[src/rtl/icache_refill_ctrl_pkg.sv]
// Shared constants, state encoding and address helper for the instruction
// cache refill controller.
package icache_refill_ctrl_pkg;

   localparam int WORD_W          = 16;
   localparam int LINE_WORDS_DFLT = 4;
   localparam int WORD_BYTES_FIX  = 2;

   typedef enum logic [1:0] {
      IDLE = 2'd0,
      FILL = 2'd1,
      DONE = 2'd2
   } refill_state_e;

   // Clear the offset-within-line bits; line_bytes is a power of two.
   function automatic logic [WORD_W-1:0] line_base(input logic [WORD_W-1:0] addr,
                                                   input int line_bytes);
      logic [WORD_W-1:0] mask;
      mask = WORD_W'(line_bytes - 1);
      return addr & ~mask;
   endfunction

endpackage

[src/rtl/icache_refill_ctrl_if.sv]
// Fetch, memory and fill-port signals of the refill controller; the
// controller sits on the slave side, fetch stage / memory / cache on master.
interface icache_refill_ctrl_if;
   import icache_refill_ctrl_pkg::*;

   logic              inp_fetchValid;
   logic [WORD_W-1:0] inp_fetchAddr;
   logic              inp_hit;
   logic              out_stall;
   logic              out_memReq;
   logic [WORD_W-1:0] out_memAddr;
   logic              inp_memReady;
   logic [WORD_W-1:0] inp_memData;
   logic              out_fillWe;
   logic [WORD_W-1:0] out_fillAddr;
   logic [WORD_W-1:0] out_fillData;
   logic              out_fillDone;
   logic [WORD_W-1:0] out_missCount;

   modport slave (
      input  inp_fetchValid, inp_fetchAddr, inp_hit, inp_memReady, inp_memData,
      output out_stall, out_memReq, out_memAddr, out_fillWe, out_fillAddr,
             out_fillData, out_fillDone, out_missCount
   );

   modport master (
      output inp_fetchValid, inp_fetchAddr, inp_hit, inp_memReady, inp_memData,
      input  out_stall, out_memReq, out_memAddr, out_fillWe, out_fillAddr,
             out_fillData, out_fillDone, out_missCount
   );

endinterface

[src/rtl/icache_refill_ctrl_sat_counter16.sv]
// 16-bit counter that sticks at all-ones instead of wrapping.
module sat_counter16
   import icache_refill_ctrl_pkg::*;
(
   input  logic              inp_clk,
   input  logic              inp_rst,
   input  logic              inp_inc,
   output logic [WORD_W-1:0] out_count
);

   logic [WORD_W-1:0] count_q, count_d;

   always_comb begin
      count_d = count_q;
      if (inp_inc && (count_q != {WORD_W{1'b1}}))
         count_d = count_q + 1'b1;
   end

   always_ff @(posedge inp_clk) begin
      if (inp_rst) count_q <= '0;
      else         count_q <= count_d;
   end

   assign out_count = count_q;

endmodule

[src/rtl/icache_refill_ctrl.sv]
// Blocking instruction-cache line refill: on a miss, stalls fetch and reads
// the whole line in ascending word order, then pulses fillDone for the tag.
module icache_refill_ctrl
   import icache_refill_ctrl_pkg::*;
#(
   parameter int LINE_WORDS = LINE_WORDS_DFLT,
   parameter int WORD_BYTES = WORD_BYTES_FIX
) (
   input logic                 inp_clk,
   input logic                 inp_rst,
   icache_refill_ctrl_if.slave bus
);

   localparam int CNT_W      = (LINE_WORDS > 1) ? $clog2(LINE_WORDS) : 1;
   localparam int LINE_BYTES = LINE_WORDS * WORD_BYTES;

   localparam logic [1:0] S_IDLE = IDLE;
   localparam logic [1:0] S_FILL = FILL;
   localparam logic [1:0] S_DONE = DONE;

   logic [1:0]        state_q, state_d;
   logic [CNT_W-1:0]  cnt_q, cnt_d;
   logic [WORD_W-1:0] base_q, base_d;
   logic [WORD_W-1:0] word_addr;
   logic              miss, start, last;

   assign miss  = bus.inp_fetchValid & ~bus.inp_hit;
   assign start = (state_q == S_IDLE) & miss;
   assign last  = (cnt_q == CNT_W'(LINE_WORDS - 1));

   // Base is line-aligned, so the offset add never carries out of the line.
   assign word_addr = base_q + (WORD_W'(cnt_q) * WORD_W'(WORD_BYTES));

   always_comb begin
      state_d = state_q;
      cnt_d   = cnt_q;
      base_d  = base_q;
      case (state_q)
         S_IDLE: begin
            if (miss) begin
               state_d = S_FILL;
               cnt_d   = '0;
               base_d  = line_base(bus.inp_fetchAddr, LINE_BYTES);
            end
         end
         S_FILL: begin
            if (bus.inp_memReady) begin
               cnt_d = cnt_q + 1'b1;
               if (last) state_d = S_DONE;
            end
         end
         S_DONE:  state_d = S_IDLE;
         default: state_d = S_IDLE;
      endcase
   end

   always_ff @(posedge inp_clk) begin
      if (inp_rst) begin
         state_q <= S_IDLE;
         cnt_q   <= '0;
         base_q  <= '0;
      end else begin
         state_q <= state_d;
         cnt_q   <= cnt_d;
         base_q  <= base_d;
      end
   end

   // Outputs are forced quiet while reset is held, whatever the state.
   always_comb begin
      bus.out_stall    = 1'b0;
      bus.out_memReq   = 1'b0;
      bus.out_memAddr  = '0;
      bus.out_fillWe   = 1'b0;
      bus.out_fillAddr = '0;
      bus.out_fillData = '0;
      bus.out_fillDone = 1'b0;
      if (!inp_rst) begin
         case (state_q)
            S_IDLE: bus.out_stall = miss;
            S_FILL: begin
               bus.out_stall   = 1'b1;
               bus.out_memReq  = 1'b1;
               bus.out_memAddr = word_addr;
               if (bus.inp_memReady) begin
                  bus.out_fillWe   = 1'b1;
                  bus.out_fillAddr = word_addr;
                  bus.out_fillData = bus.inp_memData;
               end
            end
            S_DONE: begin
               bus.out_stall    = 1'b1;
               bus.out_fillDone = 1'b1;
               bus.out_fillAddr = base_q;
            end
            default: ;
         endcase
      end
   end

   sat_counter16 u_miss_cnt (
      .inp_clk   (inp_clk),
      .inp_rst   (inp_rst),
      .inp_inc   (start),
      .out_count (bus.out_missCount)
   );

endmodule

[src/flat_wrapper.sv]
// flat-port wrapper written by rule: the top's interface ports become plain ports
module icache_refill_ctrl_flat import icache_refill_ctrl_pkg::*;
#(
   parameter int LINE_WORDS = LINE_WORDS_DFLT,
   parameter int WORD_BYTES = WORD_BYTES_FIX
)
  (inp_clk, inp_rst, bus_inp_fetchValid, bus_inp_fetchAddr, bus_inp_hit, bus_inp_memReady, bus_inp_memData, bus_out_stall, bus_out_memReq, bus_out_memAddr, bus_out_fillWe, bus_out_fillAddr, bus_out_fillData, bus_out_fillDone, bus_out_missCount);
  icache_refill_ctrl_if bus_i ();
  input logic inp_clk;
  input logic inp_rst;
  input wire logic [$bits(bus_i.inp_fetchValid)-1:0] bus_inp_fetchValid;
  input wire logic [$bits(bus_i.inp_fetchAddr)-1:0] bus_inp_fetchAddr;
  input wire logic [$bits(bus_i.inp_hit)-1:0] bus_inp_hit;
  input wire logic [$bits(bus_i.inp_memReady)-1:0] bus_inp_memReady;
  input wire logic [$bits(bus_i.inp_memData)-1:0] bus_inp_memData;
  output wire logic [$bits(bus_i.out_stall)-1:0] bus_out_stall;
  output wire logic [$bits(bus_i.out_memReq)-1:0] bus_out_memReq;
  output wire logic [$bits(bus_i.out_memAddr)-1:0] bus_out_memAddr;
  output wire logic [$bits(bus_i.out_fillWe)-1:0] bus_out_fillWe;
  output wire logic [$bits(bus_i.out_fillAddr)-1:0] bus_out_fillAddr;
  output wire logic [$bits(bus_i.out_fillData)-1:0] bus_out_fillData;
  output wire logic [$bits(bus_i.out_fillDone)-1:0] bus_out_fillDone;
  output wire logic [$bits(bus_i.out_missCount)-1:0] bus_out_missCount;
  assign bus_i.inp_fetchValid = bus_inp_fetchValid;
  assign bus_i.inp_fetchAddr = bus_inp_fetchAddr;
  assign bus_i.inp_hit = bus_inp_hit;
  assign bus_i.inp_memReady = bus_inp_memReady;
  assign bus_i.inp_memData = bus_inp_memData;
  assign bus_out_stall = bus_i.out_stall;
  assign bus_out_memReq = bus_i.out_memReq;
  assign bus_out_memAddr = bus_i.out_memAddr;
  assign bus_out_fillWe = bus_i.out_fillWe;
  assign bus_out_fillAddr = bus_i.out_fillAddr;
  assign bus_out_fillData = bus_i.out_fillData;
  assign bus_out_fillDone = bus_i.out_fillDone;
  assign bus_out_missCount = bus_i.out_missCount;
  icache_refill_ctrl #(.LINE_WORDS(LINE_WORDS), .WORD_BYTES(WORD_BYTES)) u_core (.inp_clk(inp_clk), .inp_rst(inp_rst), .bus(bus_i));
endmodule
[config.mk]
export PLATFORM = sky130hd
export DESIGN_NAME = icache_refill_ctrl_flat
export DESIGN_NICKNAME = d
export VERILOG_FILES = /design/src/rtl/icache_refill_ctrl_pkg.sv /design/src/rtl/icache_refill_ctrl_if.sv /design/src/rtl/icache_refill_ctrl_sat_counter16.sv /design/src/rtl/icache_refill_ctrl.sv /design/src/flat_wrapper.sv
export SDC_FILE = /design/constraint.sdc
export NUM_CORES = 1
export LEC_CHECK = 0
export ABC_AREA = 1
export BUFFER_PORTS_ARGS = -buffer_cell sky130_fd_sc_hd__buf_2
export CAP_MARGIN = 20
export CORE_UTILIZATION = 49
export CTS_BUF_LIST = sky130_fd_sc_hd__clkbuf_8 sky130_fd_sc_hd__clkbuf_16
export DETAILED_ROUTE_END_ITERATION = 8
export PLACE_DENSITY = 0.81
export SYNTH_ARGS = -nofsm -noshare
export SYNTH_HDL_FRONTEND = slang
export SYNTH_SLANG_ARGS = --single-unit
[constraint.sdc]
create_clock -name inp_clk -period 3.1 [get_ports inp_clk]
set_input_delay 0 -clock inp_clk [delete_from_list [all_inputs] [get_ports inp_clk]]
set_output_delay 0 -clock inp_clk [all_outputs]
set_load 0.02 [all_outputs]
==> flow_summary_export.csv <==
group,metric,value,unit
run_status,status,"finished, violations left",
run_status,failed_checks,"negative hold slack",
yosys,avgSynthCellArea,6.50,sq um
sta,slew_viol_final,0,
final_layout,drive_gt1_share,29.8,%
yosys,synth_xor_area_share,0.847,%
yosys,yosys.area_share.simple,36.2,%
sta,period_minus_slack,2160,ps
floorplanning,fp.dieH,67.0,microns
sta,rsz0062_at_grt,"no",
cts,cts_made_buffers,5,
yosys,synthAdderAreaFrac,4.84,%
cts,cts-resized-gates,0,
worst_setup_path,critPathRequiredTime,3100,ps
final_layout,fill_cells,396,
detailed_routing,num_vias,2258,
detailed_routing,drt-total-wl,5.14,mm
final_layout,utilization,67.3,%
global_routing,track_usage,23.8,%
global_routing,grt_pass1_wl,8.12,mm
sta,whs,-3.73,ps
yosys,ys_seq_area_share,31.9,%
cts,htreeDepth,2,
sta,finalClockSkew,4.85,ps
floorplanning,die_w,67.0,microns
cts,clk_latency,280,ps
global_routing,grt_pass1_vias,1941,
detailed_routing,drt_iter0_drc,104,
worst_setup_path,arrival,2160,ps
floorplanning,io_pins,105,
yosys,netlist_area,2070,sq um
detailed_routing,final_antenna_net_count,0,
worst_setup_path,path_class,"register to output port",
worst_hold_path,hold_path.class,"primary input to register",
detailed_routing,first_pass_iters,4,
yosys,ys_ff_latch,33,
sta,clock.fmax,463,MHz
final_layout,layout_common_cells,"buf_2, nor2_1, inv_1",
placement,hpwl,3.80,mm
sta,finalCritPeriodShare,69.6,%
global_routing,antenna_found_initial,0,
power_and_ir_drop,p_leak,1.37,nW
floorplanning,dieArea,4480,sq um
power_and_ir_drop,p_per_area,498,nW/um^2
cts,cts_tree,"done",
detailed_routing,wl_per_cell,11.0,microns
final_layout,mostFrequentLayoutCell,"buf_2",
final_layout,diodes,0,
floorplanning,rows,23,
sta,tightest_slew,1000,ps
floorplanning,initial_core_util,51.3,%
yosys,synthMuxAreaShare,0,%
worst_setup_path,crit_path_max_fanout,13,
worst_setup_path,end_kind,"output port",
job,drv_cap,0,
sta,setup_viol,0,
detailed_routing,viasPerCell,4.81,
detailed_routing,drc,0,
yosys,ys_types,29,
final_layout,synthToLayoutAreaGrowth,31.1,%
global_routing,grt_max_degree,33,
cts,clk_pin_slew_worst_paths,70,ps
yosys,syn_inst,318,
sta,setup_tns,0,ps
cts,cts_max_path_buffers,2,
cts,clkSinkCount,33,
final_layout,fin_nets,464,
sta,maxSlewHeadroom,33.0,%
power_and_ir_drop,vdd_drop_max,0.000426,V
global_routing,grt_overflow,0,
sta,hold_viol_final,1,
floorplanning,fp.coreArea,4030,sq um
cts,cts-root-buf,"clkbuf_8",
yosys,yosysWarnings,0,
placement,port_buffers,99,
yosys,synth_compound_area_share,13.2,%
worst_setup_path,cp-start-kind,"register",
yosys,synth_top_family_by_area,"simple AND/OR/NAND/NOR gates",
placement,place_congestion,0.866,
[where the power goes]
part / leakage (nW) / total, mW / internal, mW / switching [mW]
Sequential: 0.269 / 0.505 / 0.475 / 0.0298
Clock: 0.0433 / 0.330 / 0.175 / 0.155
Combinational: 1.05 / 0.515 / 0.152 / 0.363
[sequential cells by signal (all words and copies together), names as in the netlist]
| register | cells |
|---|---|
| u_core.u_miss_cnt.out_count | 16 |
| u_core.state_q | 2 |
| u_core.base_q | 13 |
| u_core.cnt_q | 2 |
[cell type report]
type	count	area (sq um)	share of cell area, %
well taps	50	62.6	2.31
flip-flops and latches	33	661	24.4
clock inverters	1	7.51	0.277
repair buffers	106	563	20.8
clock buffers	6	82.6	3.05
multi-input cells	223	1150	42.3
inverters	50	188	6.92
[routing by layer]
metal	vias up	track usage, %	wire length (microns)
met5	-	0	0
met4	0	9.31	76
met3	9	5.31	241
met2	70	43.6	2580
met1	979	26.3	2240
li1	1200	-	-
[worst max-delay path, cell delays in order (launching register included)]
cell and delay [ps]:
dfxtp_1 420, inv_1 110, ha_1 240, a21oi_1 780, nor3_1 120, buf_2 210
[per-stage QoR]
stage	instance area, sq um	std cells	setup WS, ps	hold slack, ps	total power, mW
floorplan	2070	319	1250	82.4	0.890
global placement	2560	456	1270	277	1.00
detailed placement	2560	456	1220	286	1.02
CTS	2710	469	997	1.75	1.35
global route	2710	469	768	26.8	1.44
finish	2710	469	941	-3.73	1.35
[cells in the mapped netlist, drive strengths merged]
master  number  area [sq um]
a211oi       1          7.51
a21oi       29           145
buf          5          36.3
clkbuf       8          40.0
conb         1          3.75
dfxtp       33           661
ha           8           100
inv         50           188
nand2       46           190
nand3       17           108
nand4        3          33.8
nor2        75           324
nor3        16          80.1
nor4         2          12.5
o21ai       22           121
xnor2        1          8.76
xor2         1          8.76
[logic make-up after synthesis]
family          count (synthesis)
simple gates                  159
buf+inv                        63
compound gates                 52
flops                          33
fa+ha+maj                       8
xor+xnor                        2
other cells                     1
[timing repair]
action / CTS / global route
hold buffers: 6 / 0
endpoints found under the hold margin: 6 / 0
setup buffers: 0 / 0
[worst paths after layout]
path | from | slack [ps] | to | depth (start not counted)
setup reg to reg | u_core.state_q[1]$_SDFFE_PP0P_ | 1190 | u_core.u_miss_cnt.out_count[11]$_SDFFE_PP0P_ | 9
hold / removal | bus_inp_fetchAddr[14] | -4 | u_core.base_q[14]$_SDFFE_PP0P_ | 3
setup / recovery | u_core.state_q[0]$_SDFFE_PP0P_ | 940 | bus_out_fillAddr[5] | 5
hold reg to reg | u_core.base_q[13]$_SDFFE_PP0P_ | 480 | u_core.base_q[13]$_SDFFE_PP0P_ | 2
No activity file was read; power rests on OpenSTA's default activity.
